### config.mk
export PLATFORM = sky130hd
export DESIGN_NAME = mbist_err_capture_flat
export DESIGN_NICKNAME = d
export VERILOG_FILES = /design/src/rtl/mbist_err_capture_if.sv /design/src/rtl/mbist_err_capture.sv /design/src/flat_wrapper.sv
export SDC_FILE = /design/constraint.sdc
export NUM_CORES = 1
export LEC_CHECK = 0
export CORE_ASPECT_RATIO = 0.75
export CORE_MARGIN = 1
export CORE_UTILIZATION = 50
export DETAILED_ROUTE_END_ITERATION = 8
export PLACE_DENSITY = 0.89
export SYNTH_ARGS = -nofsm -noshare
export SYNTH_HDL_FRONTEND = slang
export SYNTH_SLANG_ARGS = --single-unit
### constraint.sdc
create_clock -name clk -period 3.2 [get_ports clk]
set_input_delay 0.64 -clock clk [delete_from_list [all_inputs] [get_ports clk]]
set_output_delay 0.64 -clock clk [all_outputs]
set_load 0.03 [all_outputs]
### src/rtl/mbist_err_capture_if.sv
// Bus between the MBIST controller/SRAM side and the error-capture stage.
// The master drives reads and returned data; the slave reports errors and status.
interface mbist_err_capture_if #(
  parameter int unsigned BIST_ADDR_WD = 9,
  parameter int unsigned BIST_DATA_WD = 32
);
  logic                    bist_clear;
  logic                    bist_rd;
  logic [BIST_ADDR_WD-1:0] bist_addr;
  logic [BIST_DATA_WD-1:0] bist_exp_data;
  logic [BIST_DATA_WD-1:0] mem_rdata;
  logic                    Error;
  logic [BIST_ADDR_WD-1:0] ErrorAddr;
  logic [3:0]              err_cnt;
  logic [7:0]              mismatch_cnt;
  logic                    err_seen;
  logic                    bist_fail;

  modport master (
    output bist_clear, bist_rd, bist_addr, bist_exp_data, mem_rdata,
    input  Error, ErrorAddr, err_cnt, mismatch_cnt, err_seen, bist_fail
  );

  modport slave (
    input  bist_clear, bist_rd, bist_addr, bist_exp_data, mem_rdata,
    output Error, ErrorAddr, err_cnt, mismatch_cnt, err_seen, bist_fail
  );
endinterface

### src/rtl/mbist_err_capture.sv
// Aligns BIST reads to SRAM latency, compares returned data and reports each
// new failing address once, up to the spare-row budget, with sticky status.
module mbist_err_capture #(
  parameter int unsigned BIST_ADDR_WD   = 9,
  parameter int unsigned BIST_DATA_WD   = 32,
  parameter int unsigned BIST_RD_LAT    = 1,
  parameter int unsigned BIST_ERR_LIMIT = 4
) (
  input logic                clk,
  input logic                rst_n,
  mbist_err_capture_if.slave bus
);
  localparam int unsigned LAST = BIST_RD_LAT - 1;

  logic [BIST_RD_LAT-1:0]  vld_q, vld_d;
  logic [BIST_ADDR_WD-1:0] addr_q [BIST_RD_LAT];
  logic [BIST_ADDR_WD-1:0] addr_d [BIST_RD_LAT];
  logic [BIST_DATA_WD-1:0] exp_q  [BIST_RD_LAT];
  logic [BIST_DATA_WD-1:0] exp_d  [BIST_RD_LAT];
  logic [BIST_ADDR_WD-1:0] list_q [BIST_ERR_LIMIT];
  logic [BIST_ADDR_WD-1:0] list_d [BIST_ERR_LIMIT];

  logic [3:0]              err_cnt_q, err_cnt_d;
  logic [7:0]              mismatch_cnt_q, mismatch_cnt_d;
  logic                    error_q, error_d;
  logic [BIST_ADDR_WD-1:0] error_addr_q, error_addr_d;
  logic                    err_seen_q, err_seen_d;
  logic                    bist_fail_q, bist_fail_d;

  logic                    mism;
  logic                    hit;
  logic [BIST_ADDR_WD-1:0] addr_out;

  assign addr_out = addr_q[LAST];

  always_comb begin
    vld_d     = vld_q;
    addr_d    = addr_q;
    exp_d     = exp_q;
    vld_d[0]  = bus.bist_rd;
    addr_d[0] = bus.bist_addr;
    exp_d[0]  = bus.bist_exp_data;
    for (int unsigned i = 1; i < BIST_RD_LAT; i++) begin
      vld_d[i]  = vld_q[i-1];
      addr_d[i] = addr_q[i-1];
      exp_d[i]  = exp_q[i-1];
    end
    if (bus.bist_clear) begin
      vld_d = '0;
    end
  end

  always_comb begin
    mism = vld_q[LAST] && (bus.mem_rdata != exp_q[LAST]);
    hit  = 1'b0;
    for (int unsigned i = 0; i < BIST_ERR_LIMIT; i++) begin
      if ((4'(i) < err_cnt_q) && (list_q[i] == addr_out)) begin
        hit = 1'b1;
      end
    end
    hit = hit && mism;
  end

  // The list is written at the same edge the decision registers, so a
  // back-to-back repeat of the same address already sees itself as live.
  always_comb begin
    error_d        = 1'b0;
    error_addr_d   = error_addr_q;
    err_cnt_d      = err_cnt_q;
    list_d         = list_q;
    mismatch_cnt_d = mismatch_cnt_q;
    err_seen_d     = err_seen_q;
    bist_fail_d    = bist_fail_q;
    if (mism) begin
      err_seen_d = 1'b1;
      if (mismatch_cnt_q != 8'hFF) begin
        mismatch_cnt_d = mismatch_cnt_q + 8'd1;
      end
      if (!hit) begin
        if (err_cnt_q < 4'(BIST_ERR_LIMIT)) begin
          error_d      = 1'b1;
          error_addr_d = addr_out;
          err_cnt_d    = err_cnt_q + 4'd1;
          for (int unsigned i = 0; i < BIST_ERR_LIMIT; i++) begin
            if (4'(i) == err_cnt_q) begin
              list_d[i] = addr_out;
            end
          end
        end else begin
          bist_fail_d = 1'b1;
        end
      end
    end
    if (bus.bist_clear) begin
      error_d        = 1'b0;
      error_addr_d   = '0;
      err_cnt_d      = '0;
      list_d         = '{default: '0};
      mismatch_cnt_d = '0;
      err_seen_d     = 1'b0;
      bist_fail_d    = 1'b0;
    end
  end

  always_ff @(posedge clk) begin
    if (!rst_n) begin
      vld_q          <= '0;
      addr_q         <= '{default: '0};
      exp_q          <= '{default: '0};
      list_q         <= '{default: '0};
      err_cnt_q      <= '0;
      mismatch_cnt_q <= '0;
      error_q        <= 1'b0;
      error_addr_q   <= '0;
      err_seen_q     <= 1'b0;
      bist_fail_q    <= 1'b0;
    end else begin
      vld_q          <= vld_d;
      addr_q         <= addr_d;
      exp_q          <= exp_d;
      list_q         <= list_d;
      err_cnt_q      <= err_cnt_d;
      mismatch_cnt_q <= mismatch_cnt_d;
      error_q        <= error_d;
      error_addr_q   <= error_addr_d;
      err_seen_q     <= err_seen_d;
      bist_fail_q    <= bist_fail_d;
    end
  end

  assign bus.Error        = error_q;
  assign bus.ErrorAddr    = error_addr_q;
  assign bus.err_cnt      = err_cnt_q;
  assign bus.mismatch_cnt = mismatch_cnt_q;
  assign bus.err_seen     = err_seen_q;
  assign bus.bist_fail    = bist_fail_q;
endmodule

### src/flat_wrapper.sv
// flat-port wrapper written by rule: the top's interface ports become plain ports
module mbist_err_capture_flat 
#(
  parameter int unsigned BIST_ADDR_WD   = 9,
  parameter int unsigned BIST_DATA_WD   = 32,
  parameter int unsigned BIST_RD_LAT    = 1,
  parameter int unsigned BIST_ERR_LIMIT = 4
)
  (clk, rst_n, bus_bist_clear, bus_bist_rd, bus_bist_addr, bus_bist_exp_data, bus_mem_rdata, bus_Error, bus_ErrorAddr, bus_err_cnt, bus_mismatch_cnt, bus_err_seen, bus_bist_fail);
  mbist_err_capture_if #(.BIST_ADDR_WD(BIST_ADDR_WD), .BIST_DATA_WD(BIST_DATA_WD)) bus_i ();
  input logic clk;
  input logic rst_n;
  input wire logic [$bits(bus_i.bist_clear)-1:0] bus_bist_clear;
  input wire logic [$bits(bus_i.bist_rd)-1:0] bus_bist_rd;
  input wire logic [$bits(bus_i.bist_addr)-1:0] bus_bist_addr;
  input wire logic [$bits(bus_i.bist_exp_data)-1:0] bus_bist_exp_data;
  input wire logic [$bits(bus_i.mem_rdata)-1:0] bus_mem_rdata;
  output wire logic [$bits(bus_i.Error)-1:0] bus_Error;
  output wire logic [$bits(bus_i.ErrorAddr)-1:0] bus_ErrorAddr;
  output wire logic [$bits(bus_i.err_cnt)-1:0] bus_err_cnt;
  output wire logic [$bits(bus_i.mismatch_cnt)-1:0] bus_mismatch_cnt;
  output wire logic [$bits(bus_i.err_seen)-1:0] bus_err_seen;
  output wire logic [$bits(bus_i.bist_fail)-1:0] bus_bist_fail;
  assign bus_i.bist_clear = bus_bist_clear;
  assign bus_i.bist_rd = bus_bist_rd;
  assign bus_i.bist_addr = bus_bist_addr;
  assign bus_i.bist_exp_data = bus_bist_exp_data;
  assign bus_i.mem_rdata = bus_mem_rdata;
  assign bus_Error = bus_i.Error;
  assign bus_ErrorAddr = bus_i.ErrorAddr;
  assign bus_err_cnt = bus_i.err_cnt;
  assign bus_mismatch_cnt = bus_i.mismatch_cnt;
  assign bus_err_seen = bus_i.err_seen;
  assign bus_bist_fail = bus_i.bist_fail;
  mbist_err_capture #(.BIST_ADDR_WD(BIST_ADDR_WD), .BIST_DATA_WD(BIST_DATA_WD), .BIST_RD_LAT(BIST_RD_LAT), .BIST_ERR_LIMIT(BIST_ERR_LIMIT)) u_core (.clk(clk), .rst_n(rst_n), .bus(bus_i));
endmodule
Word level (Yosys, flattened, before mapping) --
Index checks and enable logic that the tools add are counted.
Storage, ports and cells: flip-flop bits (word level) 102, output and inout bits 24, word-level logic and storage cells 54
Operators by class: add/sub/neg operators 2, $lt $le $gt $ge 5, equality and inequality tests 9, multiplexer cells 5, bitwise operators 4, reductions and logical operators 16
Operators with widths (count):
- 9-bit equality test | 4
- 32-bit inequality test | 1
- 4-bit AND reduction | 4
- 8-bit by 1-bit adder with 8-bit output (second input constant) | 1
- 2-bit by 4-bit equality test with 1-bit output (first input constant) | 2
- 1-bit by 4-bit less-than comparator with 1-bit output (first input constant) | 2
- 2-bit by 4-bit less-than comparator with 1-bit output (first input constant) | 2
- 8-bit inequality test (second input constant) | 1
- 1-bit logical AND | 6
- 3-bit AND reduction | 2
- 1-bit 2-to-1 mux | 5
- 4-bit by 1-bit adder with 4-bit output (second input constant) | 1
- 1-bit by 4-bit equality test with 1-bit output (first input constant) | 1
- 4-bit zero test | 1
- 4-bit by 3-bit less-than comparator with 1-bit output (second input constant) | 1
- 1-bit NOT | 4
- 4-bit OR reduction | 1
- 2-bit AND reduction | 1
- 2-bit OR reduction | 1

Longest topological paths before layout --
depth in word-level cells 9, depth in mapped cells 9

Worst setup path before layout --
Ideal clock, no wire load.
kind flip-flop to flip-flop, from register u_core.err_cnt_q[0], in the netlist u_core.bus.err_cnt[0], to register u_core.list_q[0] (netlist name), setup time 0.122 ns, arrival time 2.504 ns, required time 3.078 ns, slack 0.574 ns, stages on the path, launching flop included 10, path buffers 1, period minus slack after synthesis 2.626 ns, cells stage by stage dfxtp_1 > inv_1 > ha_1 > or3b_1 > nand4_1 > nor4_1 > or4_4 > or4_4 > buf_6 > mux2i_1
Between the ends: cells in the longest elaborated chain, start to end 9, elaborated cells on any way between the ends 17, classes of those cells order compare: 5; eq/ne: 1; mux: 4; bitwise: 1; reduce/logical: 6
RTL lines:
- start: declaration | RTL line mbist_err_capture.sv:23 | logic [3:0] err_cnt_q, err_cnt_d;
- start signal: assignment | RTL line mbist_err_capture.sv:122 | err_cnt_q <= err_cnt_d;
- 1-bit by 4-bit less-than comparator with 1-bit output | RTL line mbist_err_capture.sv:57 | if ((4'(i) < err_cnt_q) && (list_q[i] == addr_out)) begin
- 1-bit logical AND | RTL line mbist_err_capture.sv:57
- 1-bit 2-to-1 mux (4 in a row) | RTL line mbist_err_capture.sv:57
- 1-bit logical AND | RTL line mbist_err_capture.sv:61 | hit = hit && mism;
- 1-bit NOT (no line)
- 4-bit AND reduction (no line) (*)
- end signal: assignment | RTL line mbist_err_capture.sv:121 | list_q <= list_d;
- end: declaration | RTL line mbist_err_capture.sv:20 | logic [BIST_ADDR_WD-1:0] list_q [BIST_ERR_LIMIT];
Mark *: on every way between the ends. The rest lies on a longest branch, timed or not. A chain may end at the register's enable or synchronous reset.

Final worst setup path --
from register u_core.err_cnt_q[0], in the netlist u_core.bus.err_cnt[0], to register u_core.list_q[4] (netlist name)
Same word-level chain as after synthesis.

==> metrics.md <==
| Metric | Value |
|---|---|
| Die ar. | between 8000 and 9000 um2 |
| Worst path slowest cell | or4_4 |
| Worst slew pin tran | slightly above 500 ps |
| Worst VDD drop | between 200 and 300 uV |
| Setup-failing EPs final | 0 |
| Cell-internal power | approximately 2000 uW |
| Crit path kind | reg2reg |
| Final hold slack | around 460 ps |
| Post_cts resized | 0 |
| Post-route setup TNS | 0 ps |
| Initial core utilization | 0.529 |
| Worst path max stage delay | 650 ps |
| Layout cells sized above 1 | 0.0543 |
| Number of synthesized flops with an enable pin | 0 |
| Cell Chain, Critical Path | inv_1 > ha_1 > or3b_1 > nand4_1 > nor4_1 > or4_4 > or4_4 > mux2i_1 |
| Cell Area, Placed | between 5000 and 6000 um2 |
| Worst Path Arrival | between 2000 and 3000 ps |
| RSZ-0062 raised after global routing | no |
| Cell Area, Synth | around 4300 um2 |
| Fin nets | 610 |
| CTS root buffer | clkbuf_16 |
| Crit path buffers/inverters | 1 |
| Vias | about 3300 |
| Core Rows | 28 |
| FFs w/ async S/R, synth | 0 |
| Initial antenna violation count | 0 |
| Crit path max-delay family | simple AND/OR/NAND/NOR gates |
| Synth cell types | 36 |
| Vias/cell | around 5.1 |
| Max Clk Rate | approximately 0.37 GHz |
| Dominant cell by count in the synthesized netlist | dfxtp_1 |
| Fin. max-slew vios | 0 |
| Chip width | between 100 and 150 um |
| Final Cycle Share | 0.848 |
| Global placement routability congestion | between 0.8 and 0.9 |
| Total power | between 2000 and 3000 uW |
| Clock slew seen by the registers of the worst setup and hold paths | roughly 70 ps |
| Sw frac | 0.231 |
| Max Cap Viol | 0 |
| Wire per inst | roughly 15 um |
| Synth warn | 0 |
| Routed wire length | 9470 um |
| Core ar. | between 8000 and 9000 um2 |
| Longest Clk Path Bufs | 2 |
| Tot GR Track Use | 0.234 |
| Max FO, Critical Path | 9 |
| Post-synth top cells | dfxtp_1, nand2_1, mux2i_1, and2_1, xor2_1 |
| Yosys reg bits | between 100 and 150 |
| # H-tree levels | 3 |
| Mean post-synth cell area | slightly below 10 um2 |
| Total gr overflow | 0 |
| Syn nets | about 520 |
| Sequential share of power | 0.509 |
| Vias in the first global route | 3300 |
| Setup crit end kind | flip-flop |
| First-pass GRT wire length | roughly 16000 um |
| Leakage power total | about 0.0023 uW |
| Port Buffers | 100 |
| Status | completed |
| Post-route ant nets | 0 |
| Dpl hpwl | approximately 7000 um |
| Number of antenna diodes | 0 |
| Critical Path RT | 3420 ps |
| Clock Latency Late Sink | ~340 ps |
| Top cell type's share of synthesized area | 0.477 |
| Skew final | approximately 5.0 ps |
| Post CTS Setup Buffer Count | 0 |
| Largest net degree at the start of global routing | 41 |
| Area Overhead vs Synth | 31.9% |
| Synth top area cells | dfxtp_1, mux2i_1, xor2_1 |
| Commonest register cell after synthesis | dfxtp_1 |
| Cell accounting for the most synthesized area | dfxtp_1 |
| DRC | 0 |
| Cell area after layout | ~5600 um2 |
| Vert. Die Dim | approximately 80 um |
| CTS sink cnt | just over 100 |
| PwrDens | between 400 and 500 nW/um2 |
| Net switching power | approximately 600 uW |
| Comb pwr share | 0.089 |
| Post-Synthesis Cells | between 400 and 500 |
| CTS tree | done |
| Clock power share | 0.402 |
| Num CTS Buffers | 9 |
| CTS Hold Bufs | 0 |
| DR iter-0 viols | 133 |
| Tmin final | 2710 ps |
| Startpoint types | flip-flop |
| Most used cell, CP | or4_4 |
| Sequential fraction of the synthesis area | 0.477 |
| Final hold violations | 0 |
| Slew margin rel. | 0.654 |
| Detailed Routing Iterations Pass 1 | 6 |
| Ports | about 100 |
| Hold Crit Class | reg2reg |
-- cells in the final DEF (no fill, tap or decap), types with 2 or more instances in the layout --
cell type        count
dfxtp_1            102
buf_4                8
a31oi_1              3
xor2_1              35
o21ai_0              3
a41o_1               3
clkbuf_16            9
nor2_1              13
nor4_1              11
and3_1               4
ha_1                 4
clkdlybuf4s50_1    100
nand3_1              3
inv_1                3
nand2_1             65
nor3_1               4
and2_1              42
o21a_1               3
or4_4                2
xnor2_1             33
a21oi_1              6
clkinv_4             3
mux2i_1             46
nand4_1             12
-- per-stage QoR --
stage,utilization,instances,setup slack (ps)
6_report,0.698,639,488
5_1_grt,0.698,639,423
4_1_cts,0.698,639,507
3_3_place_gp,0.662,623,428
2_1_floorplan,-,438,574
3_5_place_dp,0.662,623,384
-- layer usage --
metal	GRT usage	up-vias	routed length, um
li1	-	1640	-
met1	0.308	1530	4400
met2	0.379	102	4300
met3	0.0589	12	616
met4	0.0770	0	150
met5	0	-	0
-- final cells by class --
| type | count | area (um2) |
|---|---|---|
| clock inverter | 6 | 53.8 |
| fill | 599 | 2450 |
| inverter | 3 | 11.3 |
| tap | 105 | 131 |
| clock buffer | 10 | 239 |
| multi-input combinational | 305 | 2110 |
| sequential | 102 | 2040 |
| timing repair buffer | 108 | 1060 |
-- flip-flops by register name, indices dropped and copies added (netlist names) --
register,count
u_core.addr_out,9
u_core.bus.Error,1
u_core.bus.ErrorAddr,9
u_core.bus.bist_fail,1
u_core.bus.err_cnt,4
u_core.bus.err_seen,1
u_core.bus.mismatch_cnt,8
u_core.exp_q,32
u_core.list_q,36
u_core.vld_q,1
-- worst register-to-register path, cell delays in order, from the launching register on --
cell	delay (ps)
dfxtp_1	370
inv_1	140
ha_1	150
or3b_1	400
nand4_1	110
nor4_1	80
or4_4	550
or4_4	650
mux2i_1	160
-- final timing paths --
| check | slack (ps) | endpoint | cells after the start | from |
|---|---|---|---|---|
| max | 490 | u_core.list_q[4] | 8 | u_core.bus.err_cnt[0] |
| min | 460 | u_core.bus.ErrorAddr[2] | 2 | u_core.bus.ErrorAddr[2] |
| max reg2reg | 490 | u_core.list_q[4] | 8 | u_core.bus.err_cnt[0] |
| min reg2reg | 460 | u_core.bus.ErrorAddr[2] | 2 | u_core.bus.ErrorAddr[2] |
-- cell families after synthesis --
group / count (synthesis) / share of synthesized area
simple gates: 162 / 0.193
fa+ha+maj: 4 / 0.0117
compound gates: 25 / 0.0397
mux: 46 / 0.108
flops: 102 / 0.477
xor+xnor: 68 / 0.139
buf+inv: 31 / 0.0324
-- power by group through the flow --
stage          registers (uW)  clock network (uW)  logic [uW]
4_1_cts                  1330                1070         235
2_1_floorplan            1340                   0         119
3_3_place_gp             1350                   0         226
5_1_grt                  1330                1120         256
6_report                 1330                1050         233
3_5_place_dp             1360                   0         232
Note: power is estimated with default switching activity, not from simulation.
